<file path="src/rtl/store_write_buffer.sv">
// Store write buffer: FIFO of {address, J/K/L/M data} entries drained to memory.
// Define STORE_BUF_PARITY_EN to add a per-entry even-parity bit on mem_parity.
module store_write_buffer #(
  parameter int DEPTH  = 4,
  parameter int DATA_W = 32,
  parameter int ADDR_W = 8
) (
  input  logic                       Clk,
  input  logic                       Rst_n,
  input  logic                       data_we,
  input  logic [1:0]                 jklm_select,
  input  logic [DATA_W-1:0]          regJ,
  input  logic [DATA_W-1:0]          regK,
  input  logic [DATA_W-1:0]          regL,
  input  logic [DATA_W-1:0]          regM,
  output logic                       mem_valid,
  input  logic                       mem_ready,
  output logic [ADDR_W-1:0]          mem_addr,
  output logic [DATA_W-1:0]          mem_data,
`ifdef STORE_BUF_PARITY_EN
  output logic                       mem_parity,
`endif
  output logic [$clog2(DEPTH):0]     count,
  output logic                       full,
  output logic                       empty,
  output logic                       overflow
);

  localparam int PW = $clog2(DEPTH);
  localparam int CW = PW + 1;

  logic [PW-1:0]     wr_ptr_q, wr_ptr_d;
  logic [PW-1:0]     rd_ptr_q, rd_ptr_d;
  logic [CW-1:0]     count_q, count_d;
  logic [ADDR_W-1:0] addr_ctr_q, addr_ctr_d;
  logic              overflow_q, overflow_d;

  logic [ADDR_W-1:0] addr_mem [DEPTH];
  logic [DATA_W-1:0] data_mem [DEPTH];
`ifdef STORE_BUF_PARITY_EN
  logic              par_mem  [DEPTH];
`endif

  logic              push;
  logic              pop;
  logic [DATA_W-1:0] sel_data;

  always_comb begin
    unique case (jklm_select)
      2'b00: sel_data = regJ;
      2'b01: sel_data = regK;
      2'b10: sel_data = regL;
      2'b11: sel_data = regM;
    endcase
  end

  assign empty     = (count_q == '0);
  assign full      = (count_q == CW'(DEPTH));
  assign mem_valid = ~empty;
  assign pop       = mem_valid & mem_ready;
  // A full buffer still accepts a store when the head leaves on the same edge.
  assign push      = data_we & (~full | pop);

  always_comb begin
    wr_ptr_d   = wr_ptr_q;
    rd_ptr_d   = rd_ptr_q;
    count_d    = count_q;
    addr_ctr_d = addr_ctr_q;
    overflow_d = overflow_q | (data_we & ~push);
    if (push) begin
      wr_ptr_d   = wr_ptr_q + PW'(1);
      addr_ctr_d = addr_ctr_q + ADDR_W'(1);
    end
    if (pop) begin
      rd_ptr_d = rd_ptr_q + PW'(1);
    end
    unique case ({push, pop})
      2'b10:   count_d = count_q + CW'(1);
      2'b01:   count_d = count_q - CW'(1);
      default: count_d = count_q;
    endcase
  end

  always_ff @(posedge Clk or negedge Rst_n) begin
    if (!Rst_n) begin
      wr_ptr_q   <= '0;
      rd_ptr_q   <= '0;
      count_q    <= '0;
      addr_ctr_q <= '0;
      overflow_q <= 1'b0;
    end else begin
      wr_ptr_q   <= wr_ptr_d;
      rd_ptr_q   <= rd_ptr_d;
      count_q    <= count_d;
      addr_ctr_q <= addr_ctr_d;
      overflow_q <= overflow_d;
    end
  end

  // Entry storage needs no reset; pointers alone define what is valid.
  always_ff @(posedge Clk) begin
    if (push) begin
      addr_mem[wr_ptr_q] <= addr_ctr_q;
      data_mem[wr_ptr_q] <= sel_data;
`ifdef STORE_BUF_PARITY_EN
      par_mem[wr_ptr_q]  <= ^sel_data;
`endif
    end
  end

  assign mem_addr   = addr_mem[rd_ptr_q];
  assign mem_data   = data_mem[rd_ptr_q];
`ifdef STORE_BUF_PARITY_EN
  assign mem_parity = par_mem[rd_ptr_q];
`endif
  assign count      = count_q;
  assign overflow   = overflow_q;

endmodule

</file>
<file path="config.mk">
export PLATFORM = sky130hd
export DESIGN_NAME = store_write_buffer
export DESIGN_NICKNAME = d
export VERILOG_FILES = /design/src/rtl/store_write_buffer.sv
export SDC_FILE = /design/constraint.sdc
export NUM_CORES = 1
export LEC_CHECK = 0
export CAP_MARGIN = 10
export CORE_UTILIZATION = 40
export DETAILED_ROUTE_END_ITERATION = 8
export PLACE_DENSITY = 0.67
export SYNTH_ARGS = -nofsm -noshare
export SYNTH_HDL_FRONTEND = slang
export SYNTH_SLANG_ARGS = --single-unit
</file>
<file path="constraint.sdc">
create_clock -name Clk -period 6.79 [get_ports Clk]
set_clock_uncertainty 0.1 [all_clocks]
set_input_delay 1.0185 -clock Clk [delete_from_list [all_inputs] [get_ports Clk]]
set_output_delay 1.0185 -clock Clk [all_outputs]
set_load 0.02 [all_outputs]
</file>
# Word-level counts from Yosys, hierarchy flattened
# Memory sizes are Yosys's and may differ from the RTL's.
# Index checks and enable logic that the tools add are counted.
dict set report word_totals {
  n_memories 2
  out_inout_bits 47
  word_cells 33
  inputBits 134
  ramBits 160
  ff_bits 16
}
dict set report op_classes {
  n_bitwise 8
  muxes 4
  addsub 5
  eq_ne 6
  reduce_logical 3
}
# name depth width rd rd_clocked_by_memory_dff wr line_no
set mem_list {}
lappend mem_list {data_mem 4 32 1 0 1 39} ;# logic [DATA_W-1:0] data_mem [DEPTH];
lappend mem_list {addr_mem 4 8 1 0 1 38} ;# logic [ADDR_W-1:0] addr_mem [DEPTH];
# operator count
set ops {}
lappend ops {{$pmux 32 s4} 1}
lappend ops {{$add 8x1->8 const B} 1}
lappend ops {{$eq 2x2->1 const B} 3}
lappend ops {{$pmux 3 s2} 1}
lappend ops {{$add 2x1->2 const B} 2}
lappend ops {{$eq 2x1->1 const B} 2}
lappend ops {{$add 3x1->3 const B} 1}
lappend ops {{$and 1x1->1} 3}
lappend ops {{$eq 3x3->1 const B} 1}
lappend ops {{$logic_not 3->1} 1}
lappend ops {{$not 1->1} 3}
lappend ops {{$sub 3x1->3 const B} 1}
lappend ops {{$logic_not 2->1} 1}
lappend ops {{$mux 1} 2}
lappend ops {{$or 1x1->1} 2}
lappend ops {{$reduce_bool 2->1} 1}

# Longest topological paths before layout
dict set report logic_depth {
  ltp_word 8
  mapped_depth 7
  ltp_nobuf 7
}

# Least setup slack after synthesis
# No wires, ideal clock.
dict set report synth_path {
  kind {input port to flip-flop}
  from {input mem_ready}
  to {register count_q[2], in the netlist count[2]}
  cell_stages 6
  setup_ps 126
  required_ps 6564
  n_path_buf 1
  path_slack_ps 3643
  arrival_time_ps 2921
  cell_sequence {clkbuf_1 > inv_1 > or3_1 > fa_1 > or3b_2 > a311o_1}
}
dict set report synth_between {
  elab_chain_cells 5
  elab_cells_between_ends 7
  classes_between {2 x eq/ne; 1 x mux; 3 x bitwise; 1 x reduce/logical}
}
# element line_no
set synth_rtl {}
lappend synth_rtl {{start: declaration} 17} ;# input logic mem_ready,
lappend synth_rtl {{$and 1x1->1 (*)} 60} ;# assign pop = mem_valid & mem_ready;
lappend synth_rtl {{$or 1x1->1} 62} ;# assign push = data_we & (~full | pop);
lappend synth_rtl {{$and 1x1->1} 62}
lappend synth_rtl {{$eq 2x1->1 or $eq 2x2->1 (tied branches)} 77} ;# unique case ({push, pop})
lappend synth_rtl {{$pmux 3 s2 or $reduce_bool 2->1 (tied branches)} -}
lappend synth_rtl {{end signal: assignment} 94} ;# count_q <= count_d;
lappend synth_rtl {{end: declaration} 34} ;# logic [CW-1:0] count_q, count_d;
# Mark *: on every way between the ends. The rest lies on a longest branch, timed or not.
# A chain may end at the register's enable or synchronous reset.

# Final worst setup path
dict set report layout_path {
  from {register rd_ptr_q[0]}
  to {output mem_data[9]}
}
dict set report layout_between {
  elab_chain_cells 1
}
# element line_no
set layout_rtl {}
lappend layout_rtl {{start: declaration} 33} ;# logic [PW-1:0] rd_ptr_q, rd_ptr_d;
lappend layout_rtl {{start signal: assignment} 93} ;# rd_ptr_q <= rd_ptr_d;
lappend layout_rtl {{$mem_v2 4x32} -}
lappend layout_rtl {{end: declaration} 19} ;# output logic [DATA_W-1:0] mem_data,
# No other way between the ends.

==> out/summary.txt <==
die area: 0.01907 mm2
critical path class: reg2out
Vias per Instance: 5.227
Hold EP: overflow$_DFF_PN0_
Total GRT Usage: 15.91%
CTS buffer count: 17
First DRT Iteration DRCs: 168
CTS tree: yes
Worst Path Arrival: 2.64 ns
hpwl dp: 9187 um
largest net degree at the start of global routing: 43
Final Non-Filler Cells: 754
failing checks: design-rule violations
Tcrit/Tclk final: 55.30%
TNS Setup: 0 ns
root buffer cell: clkbuf_16
clock-pin slew on the worst setup and hold paths: 0.06 ns
mapped cell area: 0.007410 mm2
vias in the first global route: 4,238
Post-Syn Nets: 475
# diodes: 0
fin nets: 652
Worst-Skew Late Latency: 0.42 ns
P_leak: 3.353 nW
warnings from Yosys: 0
Max Clk Rate: 266.3 MHz
post-route ant nets: 0
die width: 138.1 um
Tmin final: 3.755 ns
DRC viols: 14
crit path max fanout: 42
Synth cell types: 35
hold crit path type: reg2reg
hold_sp: overflow$_DFF_PN0_
post-cts resize count: 0
Post-synth EDFFs: 160
Max-slew headroom: 24.70%
CP startpoint kind: register
reg2reg start: count[1]$_DFFE_PN0P_
Setup-failing EPs final: 0
worst-margin pin slew: 1.130 ns
area delta synth->final: 34.73%
post-synthesis instance total: 335
GRT overflow: 0
Die Y: 138.1 um
CTS max path bufs: 2
FFs w/ async S/R, synth: 9.091%
final-report hold violation count: 0
Main synth FF type: edfxtp_1
CP max-delay cell: dfrtp_4
CTS sink count: 176
reg2reg path depth: 6
Worst R2R End: count[2]$_DFFE_PN0P_
core area: 0.01809 mm2
initial antenna violation count: 0
crit end category: output pin
first-pass GRT wire length: 22,600 um
synthesized flop and latch total: 176
starting density of the core: 40.97%
reg2reg setup slack: 4.23 ns
number of post-CTS setup repair buffers: 0
Filler Cell Count: 1,370
max-cap violations: 0
Std-Cell Rows: 49
share of cells above drive strength 1: 22.29%
Cell Chain, Critical Path: mux4_2, clkdlybuf4s50_1
sequential area share after synthesis: 70.25%
average size of a mapped cell: 22.12 um2
Peak VDD IR: 0.0001897 V
placed instance count: 722
num ports: 181
power density over the cells: 398.0 mW/mm2
RePlAce Congestion: 0.7233
Initial DRT Pass Iterations: 8
status: complete, but fails checks
Post-CTS Hold Buffers: 0
vias: 3,941
H-tree levels: 4
total power: 3.973 mW
Avg WL per Cell: 19.02 um
Hold Path Depth: 1
CP peak stage delay: 0.97 ns
Core Util, Final: 55.20%
IO buf count: 180
required time of the worst setup path: 5.67 ns
Final Max Tran Viols: 0
RSZ-0062 raised after global routing: false
drt total wl: 14,340 um
==> synthesized netlist by cell type, types with 4 or more instances <==
master,n,area (um2)
dfrtp_1,16,400.4
and3_1,6,37.54
ha_1,5,62.56
mux4_2,72,1622
clkbuf_1,7,26.28
nand3_1,5,25.02
nand4_1,4,25.02
buf_1,6,22.52
xnor2_1,6,52.55
inv_1,7,26.28
buf_2,8,40.04
xor2_1,6,52.55
edfxtp_1,160,4805
==> through the flow <==
| step | instance area [um2] | setup WS [ns] | hold WS (ns) |
|---|---|---|---|
| finish | 9983 | 3.035 | 0.3690 |
| global route | 9983 | 2.847 | 0.4044 |
| CTS | 9983 | 2.943 | 0.3763 |
| detailed placement | 9398 | 3.059 | 0.3572 |
| global placement | 9398 | 3.182 | 0.3711 |
| floorplan | 7410 | 3.643 | 0.3857 |
==> worst max-delay path: cells and delay by family, from the launching register on <==
kind	cells	cell delay (ns)
flip-flops	1	0.97
multiplexers	1	0.59
buffers and inverters	1	0.61
==> per-layer routing <==
layer | GRT usage, % | wire length [um]
met1 | 18.61 | 5850
met5 | 0 | 0
met3 | 4.260 | 766
met2 | 27.52 | 7429
met4 | 7.333 | 293
==> sequential cells by signal (all words and copies together), names as in the netlist <==
| register | cells |
|---|---|
| data_mem | 128 |
| addr_mem | 32 |
| addr_ctr_q | 8 |
| count | 3 |
| rd_ptr_q | 2 |
| wr_ptr_q | 2 |
| overflow | 1 |
==> cells by family after synthesis <==
group | synth area share (%)
flip-flops | 70.25
AND/OR/NAND/NOR | 2.516
multiplexers | 22.09
buffers and inverters | 1.706
AO/OA/AOI/OAI | 0.9119
adder cells (fa/ha/maj) | 1.114
XOR/XNOR | 1.418
==> layout make-up <==
type / count / area (um2) / area share [%]
inverters: 7 / 26.28 / 0.2632
well taps: 229 / 286.5 / 2.870
clock inverters: 10 / 68.82 / 0.6893
multi-input cells: 130 / 2083 / 20.87
flip-flops and latches: 176 / 5210 / 52.19
clock buffers: 22 / 516.7 / 5.176
repair buffers: 180 / 1792 / 17.95
==> cell usage in the layout (no fill, tap or decap), types with 2 or more instances in the layout <==
master | netlist | layout
clkdlybuf4s50_1 | 0 | 178
edfxtp_1 | 160 | 160
mux4_2 | 72 | 72
clkbuf_16 | 0 | 19
dfrtp_1 | 16 | 14
inv_1 | 7 | 7
xor2_1 | 6 | 6
xnor2_1 | 6 | 6
nand3_1 | 5 | 5
ha_1 | 5 | 5
and3_2 | 0 | 4
nand4_1 | 4 | 4
clkbuf_8 | 0 | 3
inv_4 | 0 | 3
clkinv_2 | 0 | 3
or3_1 | 2 | 2
and3_1 | 6 | 2
o2111ai_1 | 2 | 2
nor4b_1 | 2 | 2
nand2_1 | 2 | 2
nor3_1 | 2 | 2
clkinv_4 | 0 | 2
inv_6 | 0 | 2
buf_2 | 8 | 2
==> where the power goes <==
part | internal (mW) | leakage (nW) | switching [mW]
clock | 0.543 | 0.298 | 0.387
sequential | 1.49 | 1.66 | 0.230
combinational | 0.722 | 1.39 | 0.603
total | 2.75 | 3.35 | 1.22
==> worst max-delay path by stage <==
stage,start,to,cells after the start
floorplan,mem_ready,count[2]$_DFFE_PN0P_,6
global placement,data_we,count[2]$_DFFE_PN0P_,5
detailed placement,data_we,count[2]$_DFFE_PN0P_,5
CTS,rd_ptr_q[0]$_DFFE_PN0P_,mem_addr[1],2
global route,rd_ptr_q[0]$_DFFE_PN0P_,mem_data[28],2
finish,rd_ptr_q[0]$_DFFE_PN0P_,mem_data[9],2
Note: power is estimated with default switching activity, not from simulation.
